File: src/rtl/riscv_pkg.sv
// Shared RV32I decode definitions: opcode/funct constants, the ALU operation enum
// and the packed decoded-instruction bundle passed from decoder to the stage register.
package riscv_pkg;

    localparam int ALU_OP_W = 5;

    localparam logic [6:0] OPC_LUI    = 7'b0110111;
    localparam logic [6:0] OPC_AUIPC  = 7'b0010111;
    localparam logic [6:0] OPC_JAL    = 7'b1101111;
    localparam logic [6:0] OPC_JALR   = 7'b1100111;
    localparam logic [6:0] OPC_BRANCH = 7'b1100011;
    localparam logic [6:0] OPC_LOAD   = 7'b0000011;
    localparam logic [6:0] OPC_STORE  = 7'b0100011;
    localparam logic [6:0] OPC_OP_IMM = 7'b0010011;
    localparam logic [6:0] OPC_OP     = 7'b0110011;

    localparam logic [2:0] F3_ADD  = 3'b000;
    localparam logic [2:0] F3_SLL  = 3'b001;
    localparam logic [2:0] F3_SLT  = 3'b010;
    localparam logic [2:0] F3_SLTU = 3'b011;
    localparam logic [2:0] F3_XOR  = 3'b100;
    localparam logic [2:0] F3_SR   = 3'b101;
    localparam logic [2:0] F3_OR   = 3'b110;
    localparam logic [2:0] F3_AND  = 3'b111;

    localparam logic [6:0] F7_BASE   = 7'b0000000;
    localparam logic [6:0] F7_ALT    = 7'b0100000;
    localparam logic [6:0] F7_MULDIV = 7'b0000001;

    typedef enum logic [ALU_OP_W-1:0] {
        ALU_ADD, ALU_SUB, ALU_AND, ALU_OR, ALU_XOR, ALU_SLL, ALU_SRL, ALU_SRA,
        ALU_SLT, ALU_SLTU, ALU_PASS_B,
        ALU_MUL, ALU_MULH, ALU_MULHSU, ALU_MULHU, ALU_DIV, ALU_DIVU, ALU_REM, ALU_REMU
    } alu_op_e;

    typedef struct packed {
        logic [6:0]  opcode;
        logic [2:0]  funct3;
        logic [4:0]  rs1;
        logic [4:0]  rs2;
        logic [4:0]  rd;
        logic [31:0] imm;
        alu_op_e     alu_op;
        logic        rf_we;
        logic        mem_re;
        logic        mem_we;
        logic        branch;
        logic        jump;
        logic        illegal;
    } dec_t;

    // alt selects SUB for funct3=000 and SRA for funct3=101
    function automatic alu_op_e base_alu_op(input logic [2:0] f3, input logic alt);
        alu_op_e op;
        op = ALU_ADD;
        case (f3)
            F3_ADD:  op = alt ? ALU_SUB : ALU_ADD;
            F3_SLL:  op = ALU_SLL;
            F3_SLT:  op = ALU_SLT;
            F3_SLTU: op = ALU_SLTU;
            F3_XOR:  op = ALU_XOR;
            F3_SR:   op = alt ? ALU_SRA : ALU_SRL;
            F3_OR:   op = ALU_OR;
            F3_AND:  op = ALU_AND;
            default: op = ALU_ADD;
        endcase
        return op;
    endfunction

    function automatic alu_op_e muldiv_op(input logic [2:0] f3);
        alu_op_e op;
        op = ALU_MUL;
        case (f3)
            3'b000:  op = ALU_MUL;
            3'b001:  op = ALU_MULH;
            3'b010:  op = ALU_MULHSU;
            3'b011:  op = ALU_MULHU;
            3'b100:  op = ALU_DIV;
            3'b101:  op = ALU_DIVU;
            3'b110:  op = ALU_REM;
            3'b111:  op = ALU_REMU;
            default: op = ALU_MUL;
        endcase
        return op;
    endfunction

endpackage

File: src/rtl/decode_stage_if.sv
// Fetch-side and execute-side handshake bundle of the decode stage.
// slave = the stage itself, master = the fetch/execute environment driving it.
interface decode_stage_if #(
    parameter int XLEN     = 32,
    parameter int ALU_OP_W = 5
);
    logic                if_valid;
    logic                if_ready;
    logic [31:0]         if_inst;
    logic [XLEN-1:0]     if_pc;

    logic                id_valid;
    logic                id_ready;
    logic [XLEN-1:0]     id_pc;
    logic [6:0]          id_opcode;
    logic [2:0]          id_funct3;
    logic [4:0]          id_rs1;
    logic [4:0]          id_rs2;
    logic [4:0]          id_rd;
    logic [XLEN-1:0]     id_imm;
    logic [ALU_OP_W-1:0] id_alu_op;
    logic                id_rf_we;
    logic                id_mem_re;
    logic                id_mem_we;
    logic                id_branch;
    logic                id_jump;
    logic                id_illegal;

    modport slave (
        input  if_valid, if_inst, if_pc, id_ready,
        output if_ready, id_valid, id_pc, id_opcode, id_funct3, id_rs1, id_rs2, id_rd,
               id_imm, id_alu_op, id_rf_we, id_mem_re, id_mem_we, id_branch, id_jump,
               id_illegal
    );

    modport master (
        output if_valid, if_inst, if_pc, id_ready,
        input  if_ready, id_valid, id_pc, id_opcode, id_funct3, id_rs1, id_rs2, id_rd,
               id_imm, id_alu_op, id_rf_we, id_mem_re, id_mem_we, id_branch, id_jump,
               id_illegal
    );
endinterface

File: src/rtl/inst_decoder.sv
// Combinational RV32I(+M) decoder: raw instruction in, full decoded bundle out.
// Illegal encodings zero all side-effect controls so they can flow harmlessly downstream.
module inst_decoder
    import riscv_pkg::*;
#(
    parameter bit ENABLE_M = 1'b0
) (
    input  logic [31:0] i_inst,
    output dec_t        o_dec
);
    logic [6:0]  w_opc;
    logic [2:0]  w_f3;
    logic [6:0]  w_f7;
    logic [31:0] w_imm_i;
    logic [31:0] w_imm_s;
    logic [31:0] w_imm_b;
    logic [31:0] w_imm_u;
    logic [31:0] w_imm_j;
    logic        w_ill;
    dec_t        w_dec;

    assign w_opc = i_inst[6:0];
    assign w_f3  = i_inst[14:12];
    assign w_f7  = i_inst[31:25];

    assign w_imm_i = {{20{i_inst[31]}}, i_inst[31:20]};
    assign w_imm_s = {{20{i_inst[31]}}, i_inst[31:25], i_inst[11:7]};
    assign w_imm_b = {{19{i_inst[31]}}, i_inst[31], i_inst[7], i_inst[30:25], i_inst[11:8], 1'b0};
    assign w_imm_u = {i_inst[31:12], 12'b0};
    assign w_imm_j = {{11{i_inst[31]}}, i_inst[31], i_inst[19:12], i_inst[20], i_inst[30:21], 1'b0};

    always_comb begin
        w_dec        = '0;
        w_dec.opcode = w_opc;
        w_dec.funct3 = w_f3;
        w_dec.rs1    = i_inst[19:15];
        w_dec.rs2    = i_inst[24:20];
        w_dec.rd     = i_inst[11:7];
        w_dec.alu_op = ALU_ADD;
        w_ill        = (i_inst[1:0] != 2'b11);

        case (w_opc)
            OPC_LUI: begin
                w_dec.imm    = w_imm_u;
                w_dec.alu_op = ALU_PASS_B;
                w_dec.rf_we  = 1'b1;
            end
            OPC_AUIPC: begin
                w_dec.imm   = w_imm_u;
                w_dec.rf_we = 1'b1;
            end
            OPC_JAL: begin
                w_dec.imm   = w_imm_j;
                w_dec.rf_we = 1'b1;
                w_dec.jump  = 1'b1;
            end
            OPC_JALR: begin
                w_dec.imm   = w_imm_i;
                w_dec.rf_we = 1'b1;
                w_dec.jump  = 1'b1;
            end
            OPC_BRANCH: begin
                w_dec.imm    = w_imm_b;
                w_dec.alu_op = ALU_SUB;
                w_dec.branch = 1'b1;
                if (w_f3 == 3'b010 || w_f3 == 3'b011) w_ill = 1'b1;
            end
            OPC_LOAD: begin
                w_dec.imm    = w_imm_i;
                w_dec.rf_we  = 1'b1;
                w_dec.mem_re = 1'b1;
                if (w_f3 == 3'b011 || w_f3 == 3'b110 || w_f3 == 3'b111) w_ill = 1'b1;
            end
            OPC_STORE: begin
                w_dec.imm    = w_imm_s;
                w_dec.mem_we = 1'b1;
                if (w_f3 > 3'b010) w_ill = 1'b1;
            end
            OPC_OP_IMM: begin
                // only shifts treat the upper immediate bits as funct7
                w_dec.imm   = w_imm_i;
                w_dec.rf_we = 1'b1;
                if (w_f3 == F3_SLL) begin
                    w_dec.alu_op = ALU_SLL;
                    if (w_f7 != F7_BASE) w_ill = 1'b1;
                end else if (w_f3 == F3_SR) begin
                    w_dec.alu_op = base_alu_op(w_f3, w_f7[5]);
                    if (w_f7 != F7_BASE && w_f7 != F7_ALT) w_ill = 1'b1;
                end else begin
                    w_dec.alu_op = base_alu_op(w_f3, 1'b0);
                end
            end
            OPC_OP: begin
                w_dec.rf_we = 1'b1;
                case (w_f7)
                    F7_BASE: w_dec.alu_op = base_alu_op(w_f3, 1'b0);
                    F7_ALT: begin
                        if (w_f3 == F3_ADD || w_f3 == F3_SR) begin
                            w_dec.alu_op = base_alu_op(w_f3, 1'b1);
                        end else begin
                            w_ill = 1'b1;
                        end
                    end
                    F7_MULDIV: begin
                        if (ENABLE_M) begin
                            w_dec.alu_op = muldiv_op(w_f3);
                        end else begin
                            w_ill = 1'b1;
                        end
                    end
                    default: w_ill = 1'b1;
                endcase
            end
            default: w_ill = 1'b1;
        endcase

        if (w_ill) begin
            w_dec.rf_we  = 1'b0;
            w_dec.mem_re = 1'b0;
            w_dec.mem_we = 1'b0;
            w_dec.branch = 1'b0;
            w_dec.jump   = 1'b0;
        end
        if (w_dec.rd == 5'd0) w_dec.rf_we = 1'b0;
        w_dec.illegal = w_ill;
    end

    assign o_dec = w_dec;

endmodule

File: src/rtl/decode_stage.sv
// RV32I decode pipeline stage: one registered output slot plus a one-entry skid buffer,
// 1-cycle latency; if_ready is the registered !skid_valid, so fetch never sees a comb path.
module decode_stage #(
    parameter int XLEN     = 32,
    parameter bit ENABLE_M = 1'b0,
    parameter int ALU_OP_W = 5
) (
    input  logic          clk,
    input  logic          rst,
    input  logic          flush,
    decode_stage_if.slave bus
);
    import riscv_pkg::dec_t;

    logic            r_skid_vld;
    logic [31:0]     r_skid_inst;
    logic [XLEN-1:0] r_skid_pc;
    logic            r_id_vld;
    dec_t            r_dec;
    logic [XLEN-1:0] r_pc;

    logic            w_in_xfer;
    logic            w_out_load;
    logic [31:0]     w_src_inst;
    logic [XLEN-1:0] w_src_pc;
    dec_t            w_dec;

    assign w_in_xfer  = bus.if_valid && !r_skid_vld;
    assign w_out_load = !r_id_vld || bus.id_ready;

    // the skid entry is older than anything on the input, so it always wins the mux
    assign w_src_inst = r_skid_vld ? r_skid_inst : bus.if_inst;
    assign w_src_pc   = r_skid_vld ? r_skid_pc   : bus.if_pc;

    inst_decoder #(
        .ENABLE_M (ENABLE_M)
    ) u_inst_decoder (
        .i_inst (w_src_inst),
        .o_dec  (w_dec)
    );

    always_ff @(posedge clk) begin
        if (rst) begin
            r_id_vld    <= 1'b0;
            r_skid_vld  <= 1'b0;
            r_dec       <= '0;
            r_pc        <= '0;
            r_skid_inst <= '0;
            r_skid_pc   <= '0;
        end else if (flush) begin
            r_id_vld   <= 1'b0;
            r_skid_vld <= 1'b0;
        end else if (w_out_load) begin
            // a valid skid entry blocks the input, so at most one source exists here
            r_skid_vld <= 1'b0;
            if (r_skid_vld || w_in_xfer) begin
                r_id_vld <= 1'b1;
                r_dec    <= w_dec;
                r_pc     <= w_src_pc;
            end else begin
                r_id_vld <= 1'b0;
            end
        end else if (w_in_xfer) begin
            r_skid_vld  <= 1'b1;
            r_skid_inst <= bus.if_inst;
            r_skid_pc   <= bus.if_pc;
        end
    end

    assign bus.if_ready   = !r_skid_vld;
    assign bus.id_valid   = r_id_vld;
    assign bus.id_pc      = r_pc;
    assign bus.id_opcode  = r_dec.opcode;
    assign bus.id_funct3  = r_dec.funct3;
    assign bus.id_rs1     = r_dec.rs1;
    assign bus.id_rs2     = r_dec.rs2;
    assign bus.id_rd      = r_dec.rd;
    assign bus.id_imm     = XLEN'(r_dec.imm);
    assign bus.id_alu_op  = ALU_OP_W'(r_dec.alu_op);
    assign bus.id_rf_we   = r_dec.rf_we;
    assign bus.id_mem_re  = r_dec.mem_re;
    assign bus.id_mem_we  = r_dec.mem_we;
    assign bus.id_branch  = r_dec.branch;
    assign bus.id_jump    = r_dec.jump;
    assign bus.id_illegal = r_dec.illegal;

endmodule
File: src/flat_wrapper.sv
// flat-port wrapper written by rule: the top's interface ports become plain ports
module decode_stage_flat import riscv_pkg::dec_t;
#(
    parameter int XLEN     = 32,
    parameter bit ENABLE_M = 1'b0,
    parameter int ALU_OP_W = 5
)
  (clk, rst, flush, bus_if_valid, bus_if_inst, bus_if_pc, bus_id_ready, bus_if_ready, bus_id_valid, bus_id_pc, bus_id_opcode, bus_id_funct3, bus_id_rs1, bus_id_rs2, bus_id_rd, bus_id_imm, bus_id_alu_op, bus_id_rf_we, bus_id_mem_re, bus_id_mem_we, bus_id_branch, bus_id_jump, bus_id_illegal);
  decode_stage_if #(.XLEN(XLEN), .ALU_OP_W(ALU_OP_W)) bus_i ();
  input  logic clk;
  input  logic rst;
  input  logic flush;
  input wire logic [$bits(bus_i.if_valid)-1:0] bus_if_valid;
  input wire logic [$bits(bus_i.if_inst)-1:0] bus_if_inst;
  input wire logic [$bits(bus_i.if_pc)-1:0] bus_if_pc;
  input wire logic [$bits(bus_i.id_ready)-1:0] bus_id_ready;
  output wire logic [$bits(bus_i.if_ready)-1:0] bus_if_ready;
  output wire logic [$bits(bus_i.id_valid)-1:0] bus_id_valid;
  output wire logic [$bits(bus_i.id_pc)-1:0] bus_id_pc;
  output wire logic [$bits(bus_i.id_opcode)-1:0] bus_id_opcode;
  output wire logic [$bits(bus_i.id_funct3)-1:0] bus_id_funct3;
  output wire logic [$bits(bus_i.id_rs1)-1:0] bus_id_rs1;
  output wire logic [$bits(bus_i.id_rs2)-1:0] bus_id_rs2;
  output wire logic [$bits(bus_i.id_rd)-1:0] bus_id_rd;
  output wire logic [$bits(bus_i.id_imm)-1:0] bus_id_imm;
  output wire logic [$bits(bus_i.id_alu_op)-1:0] bus_id_alu_op;
  output wire logic [$bits(bus_i.id_rf_we)-1:0] bus_id_rf_we;
  output wire logic [$bits(bus_i.id_mem_re)-1:0] bus_id_mem_re;
  output wire logic [$bits(bus_i.id_mem_we)-1:0] bus_id_mem_we;
  output wire logic [$bits(bus_i.id_branch)-1:0] bus_id_branch;
  output wire logic [$bits(bus_i.id_jump)-1:0] bus_id_jump;
  output wire logic [$bits(bus_i.id_illegal)-1:0] bus_id_illegal;
  assign bus_i.if_valid = bus_if_valid;
  assign bus_i.if_inst = bus_if_inst;
  assign bus_i.if_pc = bus_if_pc;
  assign bus_i.id_ready = bus_id_ready;
  assign bus_if_ready = bus_i.if_ready;
  assign bus_id_valid = bus_i.id_valid;
  assign bus_id_pc = bus_i.id_pc;
  assign bus_id_opcode = bus_i.id_opcode;
  assign bus_id_funct3 = bus_i.id_funct3;
  assign bus_id_rs1 = bus_i.id_rs1;
  assign bus_id_rs2 = bus_i.id_rs2;
  assign bus_id_rd = bus_i.id_rd;
  assign bus_id_imm = bus_i.id_imm;
  assign bus_id_alu_op = bus_i.id_alu_op;
  assign bus_id_rf_we = bus_i.id_rf_we;
  assign bus_id_mem_re = bus_i.id_mem_re;
  assign bus_id_mem_we = bus_i.id_mem_we;
  assign bus_id_branch = bus_i.id_branch;
  assign bus_id_jump = bus_i.id_jump;
  assign bus_id_illegal = bus_i.id_illegal;
  decode_stage #(.XLEN(XLEN), .ENABLE_M(ENABLE_M), .ALU_OP_W(ALU_OP_W)) u_core (.clk(clk), .rst(rst), .flush(flush), .bus(bus_i));
endmodule
File: config.mk
export PLATFORM = sky130hd
export DESIGN_NAME = decode_stage_flat
export DESIGN_NICKNAME = d
export VERILOG_FILES = /design/src/rtl/riscv_pkg.sv /design/src/rtl/decode_stage_if.sv /design/src/rtl/inst_decoder.sv /design/src/rtl/decode_stage.sv /design/src/flat_wrapper.sv
export SDC_FILE = /design/constraint.sdc
export NUM_CORES = 1
export LEC_CHECK = 0
export CAP_MARGIN = 5
export CORE_MARGIN = 4
export CORE_UTILIZATION = 37
export CTS_BUF_LIST = sky130_fd_sc_hd__clkbuf_2 sky130_fd_sc_hd__clkbuf_4 sky130_fd_sc_hd__clkbuf_8
export CTS_CLUSTER_DIAMETER = 60
export DETAILED_ROUTE_END_ITERATION = 8
export PLACE_DENSITY = 0.68
export SLEW_MARGIN = 25
export SYNTH_ARGS = -nofsm -noshare
export SYNTH_HDL_FRONTEND = slang
export SYNTH_SLANG_ARGS = --single-unit
File: constraint.sdc
create_clock -name clk -period 3.77 [get_ports clk]
set_input_delay 0.754 -clock clk [delete_from_list [all_inputs] [get_ports clk]]
set_output_delay 0.754 -clock clk [all_outputs]
set_load 0.01 [all_outputs]
Word-level counts from Yosys, hierarchy flattened. Memories as Yosys holds them, arrays and structs flattened. Cells that the tools add are included.

Eq/ne operators: 18. Muxes and demuxes: 27. Reductions and logical operators: 23. Bitwise operators: 2. Order comparisons: 1.

Operators by type and width (number): 32-bit one-hot mux with 5 select lines (1); 32-bit 2-to-1 mux (2); 7-bit by 6-bit == test with 1-bit output (second input constant) (4); 7-bit == test (second input constant) (3); 5-bit 2-to-1 mux (4); 5-bit one-hot mux with 4 select lines (1); 1-bit 2-to-1 mux (16); 7-bit by 5-bit == test with 1-bit output (second input constant) (2); 5-bit one-hot mux with 2 select lines (1); 3-bit == test (second input constant) (3); 7-bit by 2-bit == test with 1-bit output (second input constant) (1); 7-bit logical NOT (1); 7-bit by 6-bit inequality test with 1-bit output (second input constant) (1); 7-bit nonzero test (1); 7-bit OR reduction (1); 3-bit by 2-bit == test with 1-bit output (second input constant) (2); 1-bit logical OR (6); 1-bit one-hot mux with 6 select lines (1); 3-bit AND reduction (2); 2-bit OR reduction (3); 3-bit OR reduction (2); 5-bit logical NOT (1); 4-bit OR reduction (1); 3-bit by 1-bit == test with 1-bit output (second input constant) (1); other kinds (7) (10).

Register bits: 166. Memories kept: 3. ROM bits: 96. Logic and storage cells: 92. Output and inout bits: 102.

Memory list: (no name shown) (words 8, bits a word 4, rd ports 1, clocked after memory_dff 0, wr ports 0, RTL line riscv_pkg.sv:56) `case (f3)`; (no name shown) (words 8, bits a word 4, rd ports 1, clocked after memory_dff 0, wr ports 0, RTL line riscv_pkg.sv:56); (no name shown) (words 8, bits a word 4, rd ports 1, clocked after memory_dff 0, wr ports 0, RTL line riscv_pkg.sv:56).

Logic depth before layout (Yosys ltp).
Depth after elaboration: 9. Depth in mapped cells: 12. Mapped depth without buffers: 9.

Hierarchy. From an unflattened synthesis, not the netlist that was laid out.

Cells, all modules: 919. Area, all modules: 9136.3 um2.

Modules (own cells, without submodules): decode_stage (sequential area each 3323.2 um2, cells each 765, instances 1, area an instance 8034.0 um2); inst_decoder (sequential area each 0.0 um2, cells each 154, instances 1, area an instance 1102.3 um2).

Least setup slack after synthesis. No wires, ideal clock.

Path kind: reg-to-reg. Start point: register u_core.r_skid_vld. End point: register u_core.r_dec (netlist bit u_core.bus.id_mem_re). Clock period less this slack: 2861 ps. Data arrival time: 2766 ps. Setup slack: 909 ps. Stages on the path, launching flop included: 13. Cells stage by stage: dfxtp_1 -> buf_6 -> buf_12 -> buf_6 -> buf_2 -> mux2i_1 -> ha_1 -> inv_1 -> a21oi_1 -> mux2_2 -> o221ai_2 -> or4_4 -> o41ai_2.

Longest elaborated chain between the ends: 8. Elaborated cells between the ends (all ways): 45. Those cells by class: 1 x order compare; 18 x eq/ne; 13 x mux; 13 x reduce/logical.

RTL lines: from (decl) (RTL line decode_stage.sv:15) `logic r_skid_vld;`; from (signal assigned) (RTL line decode_stage.sv:45) `r_skid_vld <= 1'b0;`; from (signal assigned) (RTL line decode_stage.sv:52) `r_skid_vld <= 1'b0;`; from (signal assigned) (RTL line decode_stage.sv:55) `r_skid_vld <= 1'b0;`; 32-bit 2-to-1 mux (RTL line decode_stage.sv:32) `assign w_src_inst = r_skid_vld ? r_skid_inst : bus.if_inst;`; 7-bit by 6-bit inequality test with 1-bit output / 7-bit nonzero test (equally long branches) (RTL line inst_decoder.sv:88, inst_decoder.sv:85); 1-bit logical AND (RTL line inst_decoder.sv:88) `if (w_f7 != F7_BASE && w_f7 != F7_ALT) w_ill = 1'b1;`; 1-bit 2-to-1 mux (RTL line inst_decoder.sv:88); 1-bit 2-to-1 mux (RTL line inst_decoder.sv:86) `end else if (w_f3 == F3_SR) begin`; 1-bit 2-to-1 mux (RTL line inst_decoder.sv:83) `if (w_f3 == F3_SLL) begin`; 1-bit one-hot mux with 6 select lines (RTL line inst_decoder.sv:42) `case (w_opc)`; 5-bit 2-to-1 mux (RTL line inst_decoder.sv:117) `if (w_ill) begin`; to (signal assigned) (RTL line decode_stage.sv:58) `r_dec <= w_dec;`; to (decl) (RTL line decode_stage.sv:19) `dec_t r_dec;`.

Parallel ways exist; a longest one is shown, timed or not. A chain may end at the register's enable or synchronous reset.

Final worst setup path. Ends and elaborated chain as after synthesis.

==> results.toml <==
[routing]
postRouteWirelength_um = 21700
firstDrtPassIters = 5
detail_route.vias_per_cell = 5.18
detail-route-antenna-nets = 0
detailroute.via_count = 6595
avgRoutedWirePerCell_um = 17.1
drt-initial-drc-count = 414
remaining_drc_errors = 0

[power]
powerDensity_nw_per_um2 = 383
power.leakage_nw = 3.13
total_power_mw = 3.65
peakVddDrop_mv = 0.199

[sta]
finalHoldWorstSlack_ns = 0.456
tns_ns = 0
fmax_ghz = 0.326
report.final.hold_viol_count = 0
grt_setup_unrepaired = "false"
final.period_utilization_pct = 81.3
slew-limit-headroom_pct = 54.3
period_needed_ns = 3.06
worst_case_clock_skew_ns = 0.0107
worst_slew_pin_slew_ns = 0.666
setup_viol = 0
final_max_slew_viol_count = 0

[setup_path]
worstSetupEndpointType = "flop"
worst_path_required_ns = 4.12
criticalPathCategory = "flop to flop"
timing.critical_path.arrival_ns = 3.42
r2r-start = "u_core.r_skid_vld"
cp-start-kind = "flop"
cp_max_fo = 45
cp-startpoint = "u_core.r_skid_vld"

[floorplan]
core-area_um2 = 18900
initial_utilization_pct = 38.0
floorplan.die_area_um2 = 21700
site_rows = 50
die_y_um = 147
fp.dieW_um = 147
pin_count = 171

[clocking]
post_cts.repair.setup_buffers = 0
worst_setup_hold_path_clk_slew_ns = 0.09
cts_root_buffer = "clkbuf_8"
numClockSinks = 165
ctsLongestPathBuffers = 2
tritoncts.num_buffers = 17
clk_latency_ns = 0.44
cts_resized = 0
hold_buffers = 0
tritoncts = "done"
htreeDepth = 4

[synth]
postSynthNetCount = 929
yosys_register_bits = 165
synth.cell_area_um2 = 7180
dominant_register_cell_in_the_synthesized_netlist = "dfxtp_1"
yosys_warnings = 0
post_synth_inst_count = 855
synth_async_sr_flop_share_pct = 0
seq_area_frac_synth_pct = 46.0
number_of_flops_mapped_to_enable_cells_by_yosys = 0
yosys.cell_types.count = 64
synthesis.area_per_instance_um2 = 8.39

[final_layout]
final_instance_count_without_filler_cells = 1273
syn_to_final_growth_pct = 32.7
final_nets = 1075
reg_area_um2 = 3310
multiInputGateArea_um2 = 3590
antenna_cells_inserted = 0
share_of_final_layout_standard_cells_stronger_than_drive_strength_1_pct = 9.58
filler_cell_count = 1828

[min_path]
hold_path.startpoint = "u_core.r_skid_pc[31]"
hold_class = "flop to flop"

[grt]
globalRouteOverflowTotal = 0
grt_pass1_vias = 6287
antenna_violations_before_repair = 0
grt_start_max_net_pins = 59
globalRouteTotalUtil_pct = 19.8
grt_first_pass_wirelength_um = 34500

[placement]
place_inst = 1242
portBuffers = 169
globalplace.congestion = 0.887
place_hpwl_um = 15100

[status]
status = "completed"

[job]
cap_violations = 0
[cell usage after synthesis (2+ instances only)]
cell | number | area share [%]
a211oi_1 | 49 | 5.1
a21o_1 | 2 | 0.21
a21oi_1 | 100 | 7.0
a221oi_1 | 5 | 0.61
a22oi_1 | 7 | 0.73
a2bb2oi_1 | 2 | 0.24
a31oi_1 | 2 | 0.17
and2_1 | 4 | 0.35
buf_2 | 7 | 0.49
buf_6 | 2 | 0.31
clkbuf_1 | 50 | 2.6
dfxtp_1 | 165 | 46
ha_1 | 5 | 0.87
inv_1 | 7 | 0.37
mux2_2 | 26 | 4.1
mux2i_1 | 41 | 5.7
nand2_1 | 179 | 9.4
nand2b_1 | 3 | 0.26
nand3_1 | 6 | 0.42
nand3b_1 | 3 | 0.31
nand4_1 | 2 | 0.17
nor2_1 | 86 | 4.5
nor2b_1 | 3 | 0.26
nor3_1 | 24 | 1.7
nor3b_1 | 2 | 0.21
nor4_1 | 2 | 0.17
o21ai_0 | 27 | 1.9
o21ai_1 | 4 | 0.28
o22ai_1 | 3 | 0.26
or3b_2 | 2 | 0.24
or4_1 | 2 | 0.21
[report_power, final]
part	switching [mW]	internal, mW
Combinational	0.235	0.229
Sequential	0.0300	1.79
Clock	0.662	0.701
[kinds of logic (layout without fill, tap and decap cells)]
group | after synthesis | in the layout | synth area share, %
simple gates | 329 | 329 | 19.5
compound gates | 217 | 217 | 19.0
flops | 165 | 165 | 46.0
fa+ha+maj | 5 | 5 | 0.872
other cells | 1 | 1 | 0.0523
buf+inv | 69 | 227 | 4.22
mux | 69 | 69 | 10.3
[metal layers]
| layer | wire length (µm) | share of wire (%) | vias up | track usage (%) |
|---|---|---|---|---|
| met5 | 0 | 0 | - | 0 |
| li1 | - | - | 3284 | - |
| met4 | 284 | 1.3 | 0 | 5.08 |
| met3 | 1080 | 5.0 | 21 | 3.98 |
| met1 | 10400 | 48 | 3110 | 27.5 |
| met2 | 9940 | 46 | 180 | 31.5 |
[cell type report]
class / instances / area share, %
Clock buffer: 20 / 2.82
Clock inverter: 11 / 1.55
Inverter: 7 / 0.276
Multi-Input combinational cell: 621 / 37.7
Sequential cell: 165 / 34.7
Tap cell: 260 / 3.41
Timing Repair Buffer: 189 / 19.6
[flip-flops by register name, indices dropped and copies added (netlist names)]
register,count
u_core.bus.id_jump,1
u_core.bus.id_illegal,1
u_core.bus.id_funct3,3
u_core.bus.id_alu_op,4
u_core.r_skid_pc,32
u_core.bus.id_rs2,5
u_core.r_skid_vld,1
u_core.bus.id_rd,5
u_core.bus.id_rs1,5
u_core.bus.id_valid,1
u_core.bus.id_mem_we,1
u_core.bus.id_pc,32
u_core.bus.id_mem_re,1
u_core.bus.id_opcode,7
u_core.bus.id_branch,1
u_core.bus.id_imm,32
u_core.bus.id_rf_we,1
u_core.r_skid_inst,32
[critical path: stages, from the launching register on]
cell and delay [ns]:
dfxtp_4 0.73, mux2i_1 0.57, ha_1 0.34, mux2i_1 0.11, a32oi_1 0.27, o221ai_2 0.17
or4_4 0.56, o41ai_2 0.20
[final timing paths]
check                              end  slack [ns]  cells past startpoint
setup / recovery  u_core.bus.id_mem_re        0.71                      7
hold / removal    u_core.r_skid_pc[31]        0.46                      2
setup reg to reg  u_core.bus.id_mem_re        0.71                      7
hold reg to reg   u_core.r_skid_pc[31]        0.46                      2
[metrics by stage]
stage	area (µm²)	setup WS, ns	utilization [%]
5_1_grt	9530	0.521	50.4
3_3_place_gp	9110	0.484	48.2
2_1_floorplan	7180	0.909	-
6_report	9530	0.706	50.4
3_5_place_dp	9110	0.359	48.2
4_1_cts	9530	0.755	50.4
[cells in the final DEF (no fill, tap or decap), types with 2 or more instances in the layout]
cell type,n
ha_1,5
o22ai_1,3
nand3_1,5
a21oi_1,100
nor4_1,2
a211oi_1,49
a31oi_1,2
a21o_1,2
mux2_2,26
or3b_2,2
buf_12,2
nor2b_1,3
clkinv_2,4
o21ai_0,27
or4_1,2
inv_6,2
a22oi_1,7
buf_4,19
nand2b_1,3
mux2i_1,41
a2bb2oi_1,2
clkbuf_8,19
dfxtp_1,164
nor3_1,23
nand4_1,2
nand3b_1,3
inv_1,7
nor2_1,86
clkdlybuf4s50_1,168
a221oi_1,5
and2_1,4
bufinv_16,3
o21ai_1,4
nor3b_1,2
nand2_1,179
(Power assumes the default switching activity.)
